**config.mk**
```make
export PLATFORM = sky130hd
export DESIGN_NAME = uart_mem_loader
export DESIGN_NICKNAME = d
export VERILOG_FILES = /design/src/rtl/uart_mem_loader_pkg.sv /design/src/rtl/uart_word_assembler.sv /design/src/rtl/uart_mem_loader.sv
export SDC_FILE = /design/constraint.sdc
export NUM_CORES = 1
export LEC_CHECK = 0
export ABC_CLOCK_PERIOD_IN_PS = 3700
export CAP_MARGIN = 10
export CORE_AREA = 2 2 160 162
export DETAILED_ROUTE_END_ITERATION = 10
export DIE_AREA = 0 0 162 164
export PLACE_DENSITY = 0.76
export SYNTH_ARGS = -nofsm -noshare
export SYNTH_HDL_FRONTEND = slang
export SYNTH_HIERARCHICAL = 1
export SYNTH_SLANG_ARGS = --single-unit
```
**constraint.sdc**
```tcl
create_clock -name clk -period 3.7 [get_ports clk]
set_input_delay 0.74 -clock clk [delete_from_list [all_inputs] [get_ports clk]]
set_output_delay 0.74 -clock clk [all_outputs]
set_load 0.01 [all_outputs]
```
**src/rtl/uart_mem_loader_pkg.sv**
```systemverilog
// Shared definitions for the UART memory loader: header field layout,
// status reply codes and the command FSM state encoding.
package uart_mem_loader_pkg;

  localparam int HDR_WR_BIT   = 31;
  localparam int HDR_TGT_LSB  = 28;
  localparam int HDR_TGT_W    = 3;
  localparam int HDR_ADDR_LSB = 16;
  localparam int HDR_CNT_LSB  = 0;
  localparam int HDR_CNT_W    = 16;

  localparam logic [7:0] STATUS_OK  = 8'hA5;
  localparam logic [7:0] STATUS_BAD = 8'h5A;

  typedef enum logic [2:0] {
    ST_HDR,
    ST_WR_DATA,
    ST_WR_CSUM,
    ST_RD_ISSUE,
    ST_RD_WAIT,
    ST_RD_SEND,
    ST_STATUS
  } state_e;

endpackage

```
**src/rtl/uart_word_assembler.sv**
```systemverilog
// Packs received UART bytes LSB-first into words of a selectable byte length
// and flags an inter-byte idle timeout while a word is owed.
module uart_word_assembler #(
  parameter int DATA_WIDTH     = 32,
  parameter int TIMEOUT_CYCLES = 100000
) (
  input  logic                  clk,
  input  logic                  rst_n,
  input  logic [7:0]            rx_data,
  input  logic                  rx_valid,
  input  logic                  enable,
  input  logic                  arm,
  input  logic [3:0]            word_bytes,
  output logic [DATA_WIDTH-1:0] word,
  output logic                  word_valid,
  output logic                  timeout
);

  localparam int TW = $clog2(TIMEOUT_CYCLES + 1);

  logic [2:0]    byte_idx;
  logic [TW-1:0] idle_cnt;
  logic          accept;

  assign accept = enable && rx_valid;

  always_ff @(posedge clk) begin
    if (!rst_n) begin
      byte_idx   <= '0;
      idle_cnt   <= '0;
      word_valid <= 1'b0;
      timeout    <= 1'b0;
    end else begin
      word_valid <= 1'b0;
      timeout    <= 1'b0;
      if (accept) begin
        idle_cnt <= '0;
        if ({1'b0, byte_idx} == word_bytes - 4'd1) begin
          byte_idx   <= '0;
          word_valid <= 1'b1;
        end else begin
          byte_idx <= byte_idx + 3'd1;
        end
      end else if (arm || byte_idx != 3'd0) begin
        // A partial word is dropped on timeout so the next command starts clean.
        if (idle_cnt == TW'(TIMEOUT_CYCLES - 1)) begin
          idle_cnt <= '0;
          byte_idx <= '0;
          timeout  <= 1'b1;
        end else begin
          idle_cnt <= idle_cnt + TW'(1);
        end
      end else begin
        idle_cnt <= '0;
      end
    end
  end

  // NOTE: the assembly register carries no reset; word_valid alone says when it is meaningful.
  always_ff @(posedge clk) begin
    if (accept) word[byte_idx*8 +: 8] <= rx_data;
  end

endmodule

```
**src/rtl/uart_mem_loader.sv**
```systemverilog
// UART command engine: decodes header words from the byte assembler, drives
// per-target memory strobes and serialises read data or a status byte back out.
module uart_mem_loader
  import uart_mem_loader_pkg::*;
#(
  parameter int NUM_TGT        = 2,
  parameter int ADDR_WIDTH     = 11,
  parameter int DATA_WIDTH     = 32,
  parameter int CHECKSUM_EN    = 1,
  parameter int TIMEOUT_CYCLES = 100000
) (
  input  logic                          clk,
  input  logic                          rst_n,
  input  logic [7:0]                    rx_data,
  input  logic                          rx_valid,
  output logic [7:0]                    tx_data,
  output logic                          tx_valid,
  input  logic                          tx_ready,
  output logic [NUM_TGT-1:0]            mem_we,
  output logic [NUM_TGT-1:0]            mem_re,
  output logic [ADDR_WIDTH-1:0]         mem_addr,
  output logic [DATA_WIDTH-1:0]         mem_wdata,
  input  logic [NUM_TGT*DATA_WIDTH-1:0] mem_rdata,
  output logic                          cpu_hold,
  output logic                          err,
  output logic                          busy
);

  localparam int                 BYTES      = DATA_WIDTH / 8;
  localparam logic [3:0]         WORD_BYTES = 4'(BYTES);
  localparam logic [3:0]         NUM_TGT_L  = 4'(NUM_TGT);
  localparam logic [NUM_TGT-1:0] TGT_ONE    = NUM_TGT'(1);

  state_e                  state;
  logic [2:0]              tgt;
  logic                    tgt_ok;
  logic                    csum_ok;
  logic [ADDR_WIDTH-1:0]   addr;
  logic [15:0]             remaining;
  logic [31:0]             csum;
  logic [DATA_WIDTH-1:0]   rd_word;
  logic [DATA_WIDTH-1:0]   rd_slice;
  logic [2:0]              byte_idx;
  logic                    rd_wait_done;

  logic [DATA_WIDTH-1:0]   asm_word;
  logic                    asm_valid;
  logic                    asm_timeout;
  logic                    asm_enable;
  logic                    asm_arm;
  logic [3:0]              asm_bytes;
  logic [2:0]              hdr_tgt;
  logic [15:0]             hdr_cnt;
  logic                    hdr_tgt_ok;

  assign asm_enable = state inside {ST_HDR, ST_WR_DATA, ST_WR_CSUM};
  assign asm_arm    = state inside {ST_WR_DATA, ST_WR_CSUM};
  assign asm_bytes  = (state == ST_WR_DATA) ? WORD_BYTES : 4'd4;
  assign hdr_tgt    = asm_word[HDR_TGT_LSB +: HDR_TGT_W];
  assign hdr_cnt    = asm_word[HDR_CNT_LSB +: HDR_CNT_W];
  assign hdr_tgt_ok = {1'b0, hdr_tgt} < NUM_TGT_L;
  assign busy       = cpu_hold;

  uart_word_assembler #(
    .DATA_WIDTH     (DATA_WIDTH),
    .TIMEOUT_CYCLES (TIMEOUT_CYCLES)
  ) u_asm (
    .clk        (clk),
    .rst_n      (rst_n),
    .rx_data    (rx_data),
    .rx_valid   (rx_valid),
    .enable     (asm_enable),
    .arm        (asm_arm),
    .word_bytes (asm_bytes),
    .word       (asm_word),
    .word_valid (asm_valid),
    .timeout    (asm_timeout)
  );

  // Invalid targets read back as zero.
  always_comb begin
    rd_slice = '0;
    for (int t = 0; t < NUM_TGT; t++) begin
      if (tgt == 3'(t)) rd_slice = mem_rdata[t*DATA_WIDTH +: DATA_WIDTH];
    end
  end

  always_ff @(posedge clk) begin
    if (!rst_n) begin
      state        <= ST_HDR;
      tgt          <= '0;
      tgt_ok       <= 1'b0;
      csum_ok      <= 1'b0;
      addr         <= '0;
      remaining    <= '0;
      csum         <= '0;
      byte_idx     <= '0;
      rd_wait_done <= 1'b0;
      mem_we       <= '0;
      mem_re       <= '0;
      mem_addr     <= '0;
      tx_valid     <= 1'b0;
      tx_data      <= '0;
      err          <= 1'b0;
      cpu_hold     <= 1'b0;
    end else begin
      mem_we <= '0;
      mem_re <= '0;
      err    <= 1'b0;
      if (asm_timeout) begin
        err      <= 1'b1;
        cpu_hold <= 1'b0;
        state    <= ST_HDR;
      end else begin
        case (state)
          ST_HDR: begin
            if (asm_valid) begin
              tgt       <= hdr_tgt;
              tgt_ok    <= hdr_tgt_ok;
              addr      <= asm_word[HDR_ADDR_LSB +: ADDR_WIDTH];
              remaining <= hdr_cnt;
              csum      <= '0;
              csum_ok   <= (CHECKSUM_EN == 0);
              if (hdr_cnt == 16'd0) begin
                cpu_hold <= 1'b0;
              end else if (asm_word[HDR_WR_BIT]) begin
                state <= ST_WR_DATA;
              end else begin
                state <= ST_RD_ISSUE;
                if (!hdr_tgt_ok) err <= 1'b1;
              end
            end
            if (rx_valid) cpu_hold <= 1'b1;
          end
          ST_WR_DATA: begin
            if (asm_valid) begin
              csum      <= csum + asm_word[31:0];
              if (tgt_ok) mem_we <= TGT_ONE << tgt;
              mem_addr  <= addr;
              mem_wdata <= asm_word;
              addr      <= addr + ADDR_WIDTH'(1);
              remaining <= remaining - 16'd1;
              if (remaining == 16'd1) state <= (CHECKSUM_EN != 0) ? ST_WR_CSUM : ST_STATUS;
            end
          end
          ST_WR_CSUM: begin
            if (asm_valid) begin
              csum_ok <= (asm_word[31:0] == csum);
              state   <= ST_STATUS;
            end
          end
          ST_STATUS: begin
            if (!tx_valid) begin
              tx_valid <= 1'b1;
              tx_data  <= (tgt_ok && csum_ok) ? STATUS_OK : STATUS_BAD;
              if (!(tgt_ok && csum_ok)) err <= 1'b1;
            end else if (tx_ready) begin
              tx_valid <= 1'b0;
              cpu_hold <= 1'b0;
              state    <= ST_HDR;
            end
          end
          ST_RD_ISSUE: begin
            if (tgt_ok) mem_re <= TGT_ONE << tgt;
            mem_addr     <= addr;
            rd_wait_done <= 1'b0;
            state        <= ST_RD_WAIT;
          end
          ST_RD_WAIT: begin
            // First cycle is the strobe itself; the slice is valid on the second.
            if (!rd_wait_done) begin
              rd_wait_done <= 1'b1;
            end else begin
              rd_word  <= rd_slice;
              byte_idx <= '0;
              state    <= ST_RD_SEND;
            end
          end
          ST_RD_SEND: begin
            if (!tx_valid) begin
              tx_valid <= 1'b1;
              tx_data  <= rd_word[7:0];
            end else if (tx_ready) begin
              tx_valid <= 1'b0;
              rd_word  <= rd_word >> 8;
              if (byte_idx == 3'(BYTES - 1)) begin
                byte_idx  <= '0;
                addr      <= addr + ADDR_WIDTH'(1);
                remaining <= remaining - 16'd1;
                if (remaining == 16'd1) begin
                  cpu_hold <= 1'b0;
                  state    <= ST_HDR;
                end else begin
                  state <= ST_RD_ISSUE;
                end
              end else begin
                byte_idx <= byte_idx + 3'd1;
              end
            end
          end
          default: state <= ST_HDR;
        endcase
      end
    end
  end

endmodule

```
* Word-level counts from Yosys, hierarchy flattened
Cells that the tools add are included.
** Cells by class
- Shifts and indexed selects :: 3
- Magnitude comparators :: 1
- Reductions and logical operators :: 40
- Equality and inequality tests :: 28
- Add/sub/neg operators :: 7
- Mux-type cells :: 78
- Bitwise gates (word level) :: 6
** Operator list (count)
- 32-bit two-way mux :: 7
- 32-bit case mux with 2 select lines :: 2
- 16-bit two-way mux :: 5
- 11-bit two-way mux :: 6
- 3-bit two-way mux :: 19
- 16-bit case mux with 3 select lines :: 1
- 6-bit negation with 34-bit output :: 1
- 8-bit by 34-bit variable shift with 32-bit output, first input constant :: 1
- 8-bit by 34-bit indexed part select with 32-bit output :: 1
- 11-bit case mux with 3 select lines :: 1
- 32-bit adder :: 1
- 32-bit bitwise mux :: 1
- 32-bit equality test :: 1
- 8-bit two-way mux :: 3
- 1-bit two-way mux :: 22
- 11-bit case mux with 2 select lines :: 1
- 3-bit case mux with 7 select lines :: 1
- 2-bit != test, second input constant :: 10
- 2-bit nonzero test :: 9
- 17-bit by 1-bit adder with 17-bit output, second input constant :: 1
- 17-bit equality test, second input constant :: 1
- 16-bit by 1-bit equality test with 1-bit output, second input constant :: 1
- 16-bit zero test :: 1
- 8-bit case mux with 2 select lines :: 1
- other kinds (30) :: 65
** Word-level totals
- Bits in registers :: 215
- Input bits :: 76
- Output and inout port bits :: 59
- Logic and storage cells :: 186

* Depth between registers and ports, before layout
- Depth after elaboration :: 7
- Gate-level depth with buffers :: 13
- Mapped depth without buffers :: 13

* Cells and area by module
Netlist, hierarchy kept.
** Modules (own cells, without submodules)
- uart_mem_loader :: area each 8614.5 µm², seq. area each 3863.7 µm², cells an instance 949, instances 1
- uart_word_assembler :: area each 2402.3 µm², seq. area each 1401.3 µm², cells an instance 208, instances 1

* Worst setup path before layout
No wires, ideal clock.
- Path kind :: flip-flop to flip-flop
- Start point :: reg u_asm.word[8]
- End point :: reg csum[25]
- Path buffers :: 1
- Required time :: 3.576 ns
- Cell stages (with the launch flop) :: 13
- Clock period less this slack :: 2.684 ns
- Slack :: 1.016 ns
- Arrival time :: 2.560 ns
- Setup time :: 0.124 ns
- Cell sequence :: edfxtp_1 > ha_1 > clkbuf_2 > a21oi_1 > o21ai_0 > or4_1 > o21ai_2 > o31a_1 > nand2b_1 > a211oi_1 > a311oi_1 > xor2_1 > o21ai_1
** On the way
- Cells in the longest elaborated chain, start to end :: 3
** Ends and longest elaborated chain
- start: declaration :: RTL line uart_word_assembler.sv:14 : output logic [DATA_WIDTH-1:0] word,
- start signal: indexed assignment :: RTL line uart_word_assembler.sv:61 : if (accept) word[byte_idx*8 +: 8] <= rx_data;
- 32-bit adder :: RTL line uart_mem_loader.sv:137 : csum <= csum + asm_word[31:0];
- 32-bit two-way mux :: RTL line uart_mem_loader.sv:136 : if (asm_valid) begin
- 32-bit case mux with 2 select lines :: RTL line uart_mem_loader.sv:115 : case (state)
- end signal: assignment :: RTL line uart_mem_loader.sv:137
- end: declaration :: RTL line uart_mem_loader.sv:40 : logic [31:0] csum;
Every way passes these cells. The select of a mux whose other input is x is not followed.
A chain may end at the register's enable or synchronous reset.

* Worst setup path in the final report
- Start point :: reg u_asm.word[0]
- End point :: reg csum[28]
The elaborated chain is that of the path after synthesis.

==> flow_summary.toml <==
[cts]
clk_path_buf_depth = 3
cts_hold_buf = 0
htreeDepth = 1
clk_pin_slew_ns = 0.06
cts_resized = 0
cts_num_sinks = 215
clock_latency_ns = 0.52
cts_made_buffers = 24
clock_tree.root_cell = "clkbuf_16"
cts_setup_buffers = 0
cts_tree = "done"

[place]
hpwl_um = 20500
io_buffer_count = 134
place_congestion = 0.974
dpl_worst_slack_ns = 0.651

[synthesis]
yosysTopAreaCell = "edfxtp_1"
ys_async_sr_fraction_pct = 0
synth.yosys.seq_area_share_pct = 47.8
synth-main-ff-cell = "dfxtp_1"
ys_top_cells_by_area = "edfxtp_1 26%, dfxtp_1 22%, ha_1 4.9%"
avgSynthCellArea_um2 = 9.52
yosys.cell_types.count = 82
netlist_area_um2 = 11000
ys_ff_latch = 215
synth_top_area_share_pct = 26.2
ys_warn_count = 6
synth_cells = 1157
synth-edff-count = 96

[setup_path]
cpPeakStageDelay_ns = 0.44
required_ns = 4.09
worstSetupPathType = "flop to flop"
arrival_ns = 3.64
cp_top_family = "compound AO/OA/AOI/OAI gates"
worstPathCellList = "ha_1 -> inv_1 -> fa_1 -> nor2b_1 -> o21a_1 -> o21ai_0 -> a21oi_1 -> o221ai_1 -> o211ai_1 -> a21o_1 -> a31oi_1 -> xor2_1 -> o21ai_0"
crit_buf_inv = 1
startpoint = "u_asm/word[0]"
startpoint_type = "flop"
cpMostUsedCell = "o21ai_0"
cp.depth = 13
reg2regPathDepth = 13
end_kind = "flop"
path_max_fanout = 5
r2r-start = "u_asm/word[0]"
reg2reg_slack_ns = 0.45
cp_slowest_cell = "edfxtp_1"
crit_end = "csum[28]"
timing.rr.end = "csum[28]"

[pwr]
p_comb_share_pct = 10.7
ir_worst_vdd_mv = 0.344
power_density_nw_per_um2 = 428
intPower_mw = 4.41
pwr-share-seq_pct = 44.4
p_leak_nw = 5.03
pwr-share-clk_pct = 45.0
p_sw_mw = 1.40
switching_share_pct = 24.1

[global_routing]
grt_usage_pct = 21.4
grt_pass1_vias = 8976
grt_pass1_wl_um = 46200
grt_antenna_before_repair = 0
grt.overflow.total = 0
grt_max_degree = 55

[route]
vias = 9327
drtIter0Drc = 894
drcViolationCount = 0
wirelength_um = 28800
ant_nets = 0
firstDrtPassIters = 5
avgRoutedWirePerCell_um = 17.7
viasPerCell = 5.72

[sta]
period_share_pct = 87.8
maxSlewHeadroom_pct = 49.6
finalHoldViolCount = 0
slew_viol_final = 0
tns_ns = 0
worst_slack_ns = 0.451
fmax_mhz = 308
skew_ns = 0.0123
rsz0062_at_grt = "false"
finalSetupViolCount = 0
period_minus_slack_ns = 3.25
max_slew.worst_pin.slew_ns = 0.750

[final_layout]
register_area_um2 = 5270
area_growth_pct = 23.4
fillers = 2211
finalNetCount = 1401
drive_gt1_share_pct = 6.77
multi_input_area_um2 = 5420

[floorplanning]
core_region_area_um2 = 24800
die_w_um = 162
ios = 135
die_y_um = 164
die_area_um2 = 26600
rows = 58
initial_core_util_pct = 44.4

[min_path]
hold_class = "flop to flop"

[job]
max-cap-violations = 0

[status]
status = "finished, final reports clean"
==> final cells by class <==
class | count | share of cell area [%]
Antenna cell | 1 | 0.0184
Clock buffer | 33 | 5.21
Clock inverter | 11 | 1.26
Inverter | 34 | 0.939
Multi-Input combinational cell | 854 | 39.9
Sequential cell | 215 | 38.7
Tap cell | 330 | 3.04
Timing Repair Buffer | 152 | 10.9
==> routing by layer <==
layer | track usage, % | share of wire [%]
met1 | 28.1 | 42
met2 | 35.4 | 47
met3 | 3.46 | 7.3
met4 | 8.65 | 3.7
met5 | 0 | 0
==> worst reg2reg max path: stages (launching register included) <==
cell	delay (ns)
edfxtp_1	0.44
ha_1	0.25
inv_1	0.10
fa_1	0.23
nor2b_1	0.06
o21a_1	0.17
o21ai_0	0.30
a21oi_1	0.18
o221ai_1	0.34
o211ai_1	0.16
a21o_1	0.29
a31oi_1	0.28
xor2_1	0.22
o21ai_0	0.12
==> cells in the final DEF, fill, tap and decap left out, types with 5 or more instances in the layout <==
cell type and count:
nor2_1 141, clkdlybuf4s50_1 133, dfxtp_1 119, edfxtp_1 96, nand2_1 76, o21ai_0 68
a21oi_1 56, and2_1 43, ha_1 43, nor2b_1 41, inv_1 34, nand3_1 28
clkbuf_16 26, a221oi_1 25, nor4_1 24, a22oi_1 23, xor2_1 20, and3_1 18
xnor2_1 17, buf_4 17, a31oi_1 16, nand4_1 16, a21boi_0 15, a21o_1 15
nor3_1 14, mux2i_1 14, conb_1 13, or3_1 12, nand2b_1 11, o211ai_1 9
o21a_1 8, o211a_1 6, o221a_2 6, a41oi_1 5, a32oi_1 5
==> flip-flops by register name, indices dropped and copies added (netlist names), 8 cells and up <==
name and cells:
mem_addr 11, mem_wdata 32, u_asm/word 32, addr 11
tx_data 8, rd_word 32, csum 32, u_asm/idle_cnt 17
remaining 16
==> power groups by stage <==
stage | clock [mW] | combinational [mW] | sequential (mW)
3_5_place_dp | 0 | 0.611 | 2.63
3_3_place_gp | 0 | 0.599 | 2.63
6_report | 2.61 | 0.620 | 2.58
4_1_cts | 2.64 | 0.615 | 2.58
2_1_floorplan | 0 | 0.420 | 2.60
5_1_grt | 2.74 | 0.684 | 2.59
==> worst min path at each step <==
stage,startpoint,endpoint,slack (ns),cells after the start
final,u_asm/idle_cnt[0],u_asm/idle_cnt[0],0.46,1
after global routing,csum[30],csum[30],0.49,2
after CTS,u_asm/idle_cnt[0],u_asm/idle_cnt[0],0.47,1
after detailed placement,u_asm/idle_cnt[0],u_asm/idle_cnt[0],0.45,1
after global placement,u_asm/idle_cnt[0],u_asm/idle_cnt[0],0.44,1
after floorplan,u_asm/idle_cnt[0],u_asm/idle_cnt[0],0.43,1
==> cells by family after synthesis <==
family,count (synthesis),synth area share (%)
buffers and inverters,99,3.60
flip-flops,215,47.8
other,2,0.0682
AO/OA/AOI/OAI,295,18.5
AND/OR/NAND/NOR,450,20.6
multiplexers,15,1.37
XOR/XNOR,37,2.94
adder cells (fa/ha/maj),44,5.07
==> metrics by stage <==
step	power [mW]	instances	hold WS (ns)	util, %	instance area [µm²]
final	5.82	1630	0.458	54.8	13600
after CTS	5.84	1629	0.465	54.8	13600
after floorplan	3.02	1168	0.425	-	11100
after global routing	6.01	1629	0.489	54.8	13600
after global placement	3.23	1585	0.438	51.2	12700
after detailed placement	3.24	1585	0.445	51.2	12700
==> synth_stat cells, drive strengths merged (17+ instances only) <==
cell	number
xor2	20
nand2	76
a221oi	25
edfxtp	96
and3	18
nor4	24
and2	46
clkbuf	60
a21oi	58
nor2	141
ha	43
xnor2	17
a22oi	23
nor2b	42
o21ai	72
dfxtp	119
nand3	29
inv	34
(Power assumes the default switching activity.)
